### config.mk
export PLATFORM = sky130hd
export DESIGN_NAME = reg_file_scoreboard
export DESIGN_NICKNAME = d
export VERILOG_FILES = /design/src/rtl/reg_file_scoreboard.sv
export SDC_FILE = /design/constraint.sdc
export NUM_CORES = 2
export LEC_CHECK = 0
export CAP_MARGIN = 10
export CORE_UTILIZATION = 40
export CTS_CLUSTER_SIZE = 24
export DETAILED_ROUTE_END_ITERATION = 7
export GPL_ROUTABILITY_DRIVEN = 0
export PLACE_DENSITY = 0.54
export SLEW_MARGIN = 15
export SYNTH_ARGS = -nofsm -noshare
export SYNTH_HDL_FRONTEND = slang
export SYNTH_SLANG_ARGS = --single-unit
### constraint.sdc
create_clock -name I_CLOCK -period 5.06 [get_ports I_CLOCK]
set_input_delay 1.012 -clock I_CLOCK [delete_from_list [all_inputs] [get_ports I_CLOCK]]
set_output_delay 1.012 -clock I_CLOCK [all_outputs]
set_load 0.01 [all_outputs]
### src/rtl/reg_file_scoreboard.sv
// Scalar/vector register file with a per-register busy scoreboard and dependency stall.
// Optional feature: define RF_WB_BYPASS_EN to forward same-cycle commits to reads and to the hazard check.
module reg_file_scoreboard #(
   parameter int SREG_COUNT = 16,
   parameter int VREG_COUNT = 16,
   parameter int IDX_W      = 6,
   parameter int REG_WIDTH  = 16,
   parameter int VREG_WIDTH = 64
) (
   input  logic                  I_CLOCK,
   input  logic                  I_RESET,
   input  logic                  I_WriteBackEnable,
   input  logic                  I_VWriteBackEnable,
   input  logic [IDX_W-1:0]      I_WriteBackRegIdx,
   input  logic [REG_WIDTH-1:0]  I_WriteBackData,
   input  logic [VREG_WIDTH-1:0] I_VWriteBackData,
   input  logic                  I_IssueValid,
   input  logic [IDX_W-1:0]      I_Src1Idx,
   input  logic [IDX_W-1:0]      I_Src2Idx,
   input  logic                  I_Src1Vec,
   input  logic                  I_Src2Vec,
   input  logic                  I_Src1Used,
   input  logic                  I_Src2Used,
   input  logic                  I_DestValid,
   input  logic                  I_DestVec,
   input  logic [IDX_W-1:0]      I_DestIdx,
   output logic [VREG_WIDTH-1:0] O_Src1Data,
   output logic [VREG_WIDTH-1:0] O_Src2Data,
   output logic                  O_DepStall,
   output logic                  O_IssueAccept
);

   localparam int S_AW = $clog2(SREG_COUNT);
   localparam int V_AW = $clog2(VREG_COUNT);
   localparam logic [IDX_W-1:0] S_LIMIT = IDX_W'(SREG_COUNT);
   localparam logic [IDX_W-1:0] V_LIMIT = IDX_W'(VREG_COUNT);

   logic [REG_WIDTH-1:0]  sreg [SREG_COUNT];
   logic [VREG_WIDTH-1:0] vreg [VREG_COUNT];
   logic [SREG_COUNT-1:0] sbusy;
   logic [VREG_COUNT-1:0] vbusy;

   // Busy view seen by the hazard check this cycle (commit-cleared when bypassing).
   logic [SREG_COUNT-1:0] sbusy_eff;
   logic [VREG_COUNT-1:0] vbusy_eff;

   logic [1:0][IDX_W-1:0]      src_idx;
   logic [1:0]                 src_vec;
   logic [1:0]                 src_used;
   logic [1:0][VREG_WIDTH-1:0] src_data;
   logic [1:0]                 src_hazard;
   logic                       dest_hazard;
   logic                       stall_raw;

   function automatic logic s_in(input logic [IDX_W-1:0] idx);
      return idx < S_LIMIT;
   endfunction

   function automatic logic v_in(input logic [IDX_W-1:0] idx);
      return idx < V_LIMIT;
   endfunction

   function automatic logic [S_AW-1:0] s_ptr(input logic [IDX_W-1:0] idx);
      return idx[S_AW-1:0];
   endfunction

   function automatic logic [V_AW-1:0] v_ptr(input logic [IDX_W-1:0] idx);
      return idx[V_AW-1:0];
   endfunction

   logic s_commit, v_commit;
   assign s_commit = I_WriteBackEnable  & s_in(I_WriteBackRegIdx);
   assign v_commit = I_VWriteBackEnable & v_in(I_WriteBackRegIdx);

   assign src_idx  = {I_Src2Idx, I_Src1Idx};
   assign src_vec  = {I_Src2Vec, I_Src1Vec};
   assign src_used = {I_Src2Used, I_Src1Used};

   always_comb begin
      // NOTE: every always_comb output gets a default first so no path leaves a latch behind.
      sbusy_eff = sbusy;
      vbusy_eff = vbusy;
`ifdef RF_WB_BYPASS_EN
      if (s_commit) sbusy_eff[s_ptr(I_WriteBackRegIdx)] = 1'b0;
      if (v_commit) vbusy_eff[v_ptr(I_WriteBackRegIdx)] = 1'b0;
`endif
   end

   always_comb begin
      for (int i = 0; i < 2; i++) begin
         src_data[i]   = '0;
         src_hazard[i] = 1'b0;
         if (src_vec[i]) begin
            if (v_in(src_idx[i])) begin
               src_data[i]   = vreg[v_ptr(src_idx[i])];
               src_hazard[i] = src_used[i] & vbusy_eff[v_ptr(src_idx[i])];
`ifdef RF_WB_BYPASS_EN
               if (v_commit && I_WriteBackRegIdx == src_idx[i]) src_data[i] = I_VWriteBackData;
`endif
            end
         end else if (s_in(src_idx[i])) begin
            src_data[i]   = {{(VREG_WIDTH-REG_WIDTH){1'b0}}, sreg[s_ptr(src_idx[i])]};
            src_hazard[i] = src_used[i] & sbusy_eff[s_ptr(src_idx[i])];
`ifdef RF_WB_BYPASS_EN
            if (s_commit && I_WriteBackRegIdx == src_idx[i])
               src_data[i] = {{(VREG_WIDTH-REG_WIDTH){1'b0}}, I_WriteBackData};
`endif
         end
      end
   end

   always_comb begin
      dest_hazard = 1'b0;
      if (I_DestValid) begin
         if (I_DestVec) dest_hazard = v_in(I_DestIdx) & vbusy_eff[v_ptr(I_DestIdx)];
         else           dest_hazard = s_in(I_DestIdx) & sbusy_eff[s_ptr(I_DestIdx)];
      end
   end

   assign stall_raw     = |src_hazard | dest_hazard;
   assign O_DepStall    = ~I_RESET & I_IssueValid & stall_raw;
   assign O_IssueAccept = ~I_RESET & I_IssueValid & ~stall_raw;
   assign O_Src1Data    = I_RESET ? '0 : src_data[0];
   assign O_Src2Data    = I_RESET ? '0 : src_data[1];

   always_ff @(posedge I_CLOCK) begin
      if (I_RESET) begin
         // NOTE: the register contents are architecturally zero after reset, so the arrays are cleared too.
         for (int i = 0; i < SREG_COUNT; i++) sreg[i] <= '0;
         for (int i = 0; i < VREG_COUNT; i++) vreg[i] <= '0;
         sbusy <= '0;
         vbusy <= '0;
      end else begin
         if (s_commit) begin
            sreg[s_ptr(I_WriteBackRegIdx)]  <= I_WriteBackData;
            sbusy[s_ptr(I_WriteBackRegIdx)] <= 1'b0;
         end
         if (v_commit) begin
            vreg[v_ptr(I_WriteBackRegIdx)]  <= I_VWriteBackData;
            vbusy[v_ptr(I_WriteBackRegIdx)] <= 1'b0;
         end
         // NOTE: the issue-set comes after the commit-clear; the later non-blocking write wins, so set wins.
         if (O_IssueAccept && I_DestValid) begin
            if (I_DestVec) begin
               if (v_in(I_DestIdx)) vbusy[v_ptr(I_DestIdx)] <= 1'b1;
            end else if (s_in(I_DestIdx)) begin
               sbusy[s_ptr(I_DestIdx)] <= 1'b1;
            end
         end
      end
   end

endmodule

; Yosys cells after proc, flatten, opt, wreduce, memory -nomap -nowiden
; Memory sizes are Yosys's and may differ from the RTL's.
; Cells that the tools add are included.
[word_totals]
ff_bits = 32
mem_bits_rw = 1280
inputBits = 115
word_cells = 95
n_memories = 2
[classes]
n_lt_le_gt_ge = 10
mux = 56
n_bitwise = 19
reduce_logical = 6
[memory_table]
columns = memory, depth, word_bits, read_ports, rd_clocked_by_memory_dff, write_ports, line_no
row1 = vreg, 16, 64, 2, 0, 16, 39  ; logic [VREG_WIDTH-1:0] vreg [VREG_COUNT];
row2 = sreg, 16, 16, 2, 0, 16, 38  ; logic [REG_WIDTH-1:0] sreg [SREG_COUNT];
[ops]
columns = operator, count
row1 = $mux W64, 7
row2 = $mux W16, 13
row3 = $reduce_or A64 Y1, 1
row4 = $and A16 B16 Y16, 2
row5 = $or A16 B16 Y16, 2
row6 = $mux W1, 26
row7 = $bmux W1 S4, 6
row8 = $lt A6 B5 Y1 const B, 4
row9 = $lt A4 B5 Y1 const B, 4
row10 = $not A16 Y16, 1
row11 = $reduce_or A16 Y1, 1
row12 = $and A1 B1 Y1, 11
row13 = $demux W1 S4, 2
row14 = $ge A4 B1 Y1 const B, 2
row15 = $mux W4, 2
row16 = $logic_and A1 B1 Y1, 3
row17 = $not A1 Y1, 2
row18 = $reduce_or A2 Y1, 1
row19 = $or A1 B1 Y1, 1

; Logic depth before layout (Yosys ltp)
[logic_depth]
word_depth = 12
ltp_mapped = 8
ltp_nobuf = 5

; Worst setup path before layout
; Ideal clock, no wire load.
[synth_path]
kind = input to output
startpoint = in I_Src1Idx[1]
endpoint = out O_Src1Data[0]
t_arrival_ps = 2967
path_slack_ps = 1081
cell_stages = 8
n_path_buf = 4
path_cell_list = buf_2 -> buf_2 -> clkbuf_1 -> clkbuf_1 -> mux4_2 -> mux4_2 -> inv_1 -> o22ai_1
[synth_between]
elab_chain_len = 4
elab_cells_between_ends = 7
[synth_lines]
columns = item, line_no
row1 = from (decl), 18  ; input logic [IDX_W-1:0] I_Src1Idx,
row2 = $mem_v2 Z16 W16 (tied with other cells), n/a
row3 = $mux W16 / $mux W64 (equally long branches), "101, 94"
row4 = $mux W64 *, 93  ; if (src_vec[i]) begin
row5 = $mux W64 *, 123  ; assign O_Src1Data = I_RESET ? '0 : src_data[0];
row6 = to (decl), 27  ; output logic [VREG_WIDTH-1:0] O_Src1Data,
; Mark *: on every way between the ends. The rest lies on a longest branch, timed or not.

; Final worst setup path
[layout_path]
startpoint = in I_RESET
endpoint = out O_Src1Data[7]
[layout_between]
elab_chain_len = 1
[layout_lines]
columns = item, line_no
row1 = from (decl), 11  ; input logic I_RESET,
row2 = $mux W64, 123
; Every way passes these cells.

==> flow_metrics.py <==
metrics = {
    "setup_path": {
        "arrival_ns": 3.80,
        "reg2reg_slack_ns": 2.62,
        "r2r_cells": 6,
        "end_kind": "output pin",
        "path_class": "input port to output pin",
        "cp_max_fo": 9,
        "cp_data_required_time_ns": 4.05,
        "worstSetupStartpointType": "input port",
    },
    "logic_synthesis": {
        "synth-seq-cells": 1312,
        "synth_ff_type": "edfxtp_1",
        "synth_area_leaders": "edfxtp_1 55%, mux4_2 26%, and2_1 11%, clkbuf_1 1.6%, dfxtp_1 0.92%",
        "syn-num-nets": 4439,
        "netlist_area_mm2": 0.0700,
        "synth-edff-count": 1280,
        "async_reset_ff_share_pct": 0,
        "syn_inst": 4324,
        "yosysSeqAreaShare_pct": 55.8,
        "yosysTopAreaCellShare_pct": 54.9,
        "yosysWarningCount": 0,
        "avgSynthCellArea_um2": 16.2,
        "synth.most_common_cell": "and2_1",
        "yosysTopAreaCell": "edfxtp_1",
        "ys_types": 47,
        "synthTopCellsByCount": "1,285 x and2_1, 1,280 x edfxtp_1, 821 x mux4_2",
    },
    "global_route": {
        "grt_max_degree": 65,
        "met3_usage_pct": 3.87,
        "grt_pass1_wl_um": 330000,
        "top_usage_layer": "met2",
        "antenna_found_initial": 39,
        "grt_pass1_vias": 42300,
        "grt_overflow": 0,
        "met1_usage_pct": 36.6,
        "grt_util_met2_pct": 45.0,
        "track_usage_pct": 26.9,
    },
    "die": {
        "rows": 153,
        "dieWidth_um": 420,
        "initial_core_util_pct": 40.3,
        "die-area_mm2": 0.177,
        "num_io_pins": 245,
        "die_h_um": 420,
        "core_area_mm2": 0.174,
    },
    "sta": {
        "finClkSkew_ns": 0.00519,
        "clock.fmax_ghz": 0.208,
        "fin_setup_tns_ns": 0,
        "hold_viol": 0,
        "whs_ns": 0.486,
        "tightest_slew_ns": 1.20,
        "rsz0062_at_grt": "no",
        "fin_crit_ns": 4.81,
        "setup_viol": 0,
        "finalCritPeriodShare_pct": 95.1,
        "relSlewSlack_pct": 20.3,
        "slew_violations": 0,
    },
    "clock_tree": {
        "cts_hold_buf": 0,
        "cts_tree": "yes",
        "root_buffer": "clkbuf_16",
        "cts_setup_buffers": 0,
        "clock_latency_ns": 0.78,
        "h-tree-depth": 4,
        "clk_pin_slew_ns": 0.06,
        "cts.sinks": 1312,
        "clockBufferDepth": 3,
        "postCtsResizedCells": 0,
        "cts_made_buffers": 151,
    },
    "final_layout": {
        "fill_cells": 15000,
        "area_growth_pct": 16.3,
        "regArea_mm2": 0.0391,
        "drive_gt1_share_pct": 28.3,
        "nNetsFinal": 4646,
        "multi_input_comb_area_mm2": 0.0290,
    },
    "detailed_routing": {
        "vias": 41600,
        "drc": 0,
        "drt_iter0_drc": 5271,
        "firstDrtPassIters": 5,
        "avgRoutedWirePerCell_um": 33.7,
        "vias_per_cell": 5.95,
        "routed_wl_um": 236000,
        "ant_nets": 0,
    },
    "power_and_ir_drop": {
        "seqPwrFrac_pct": 47.8,
        "power.share.clock_pct": 40.5,
        "p_leak_nw": 27.4,
        "pwr-share-comb_pct": 11.7,
        "p_per_area_mw_per_mm2": 327,
        "swShare_pct": 24.2,
        "p_switching_mw": 6.45,
        "intPower_mw": 20.2,
        "ir_worst_vdd_uv": 308,
    },
    "min_path": {
        "hold_path_class": "flop to flop",
        "hold_depth": 2,
    },
    "flow_run": {
        "cap_violations": 0,
    },
    "placed_design": {
        "dp_hpwl_um": 137000,
        "port_buffers": 244,
    },
    "outcome": {
        "status": "completed",
    },
}
[worst paths after layout]
path,startpoint,to
min,sbusy[0],sbusy[0]
max reg2reg,vbusy[3],vbusy[4]
max,I_RESET,O_Src1Data[7]
min reg2reg,sbusy[0],sbusy[0]
[critical path: stages]
cell and delay [ns]:
clkdlybuf4s50_1 0.48, nor3_1 0.21, buf_4 0.17, nand2b_1 0.46
o22ai_1 0.78, clkdlybuf4s50_1 0.67
[registers in the layout (all words and copies together), names as in the netlist]
register,flops
vreg,1024
vbusy,16
sreg,256
sbusy,16
[cell usage in the layout, fill, tap and decap left out, types with 6 or more instances in the layout]
cell type        netlist  layout
a21oi_1               32      32
and2_1              1285    1285
buf_12                 0      77
buf_4                  2     151
buf_8                  0       6
bufinv_16              0      12
clkbuf_1             304      33
clkbuf_16              0     155
clkdlybuf4s50_1        0     236
clkinv_1               0      36
clkinv_2               0      27
dfxtp_1               32      32
diode_2                0      20
edfxtp_1            1280    1280
inv_1                 98      82
inv_6                  0      16
mux2_2                 7       7
mux2i_1                8       8
mux4_2               821     821
nand2_1               66      64
nand2b_1              12      11
nand3_1               12      12
nor2_1                47      31
nor2_4                 0      16
nor2b_1              102     102
nor3_1                 9       9
o22ai_1               32      32
o31ai_1               17      17
o41ai_1               14      14
[per-layer routing]
layer	routed length (um)	share of wire, %
met1	94800	40
met2	118000	50
met3	16500	7.0
met4	6470	2.7
met5	101	0.043
[power groups by stage]
stage          clock network, mW  registers, mW  logic (mW)
3_5_place_dp                   0           13.0        3.14
5_1_grt                     11.4           12.8        3.24
6_report                    10.8           12.7        3.11
4_1_cts                     10.9           12.7        3.14
3_3_place_gp                   0           12.9        3.14
2_1_floorplan                  0           12.9        1.88
[area by class of cell]
class                   instances  share of cell area [%]
flip-flops and latches       1312                    48.0
multi-input cells            2496                    35.6
repair buffers                472                    6.33
clock buffers                 188                    4.92
well taps                    2325                    3.57
clock inverters                86                   0.938
inverters                      98                   0.535
diodes                         20                  0.0615
[through the flow]
stage	worst slack (ns)	utilization [%]	cells	cell area (um2)	total power, mW
finish	0.250	46.8	6997	81400	26.7
global route	0.223	46.8	6985	81400	27.4
CTS	0.297	46.8	6977	81300	26.8
detailed placement	0.321	44.1	6703	76600	16.1
global placement	0.254	44.0	6702	76500	16.1
floorplan	1.08	-	4324	70000	14.8
[logic make-up (layout without fill, tap and decap cells)]
kind of cell           after synthesis  count (layout)  synth area share (%)
buffers and inverters              516             844                  2.93
flip-flops                        1312            1312                  55.8
AND/OR/NAND/NOR                   1551            1551                  13.5
AO/OA/AOI/OAI                      109             109                  1.09
multiplexers                       836             836                  26.7
other                                0              20                     0
No activity file was read; power rests on OpenSTA's default activity.
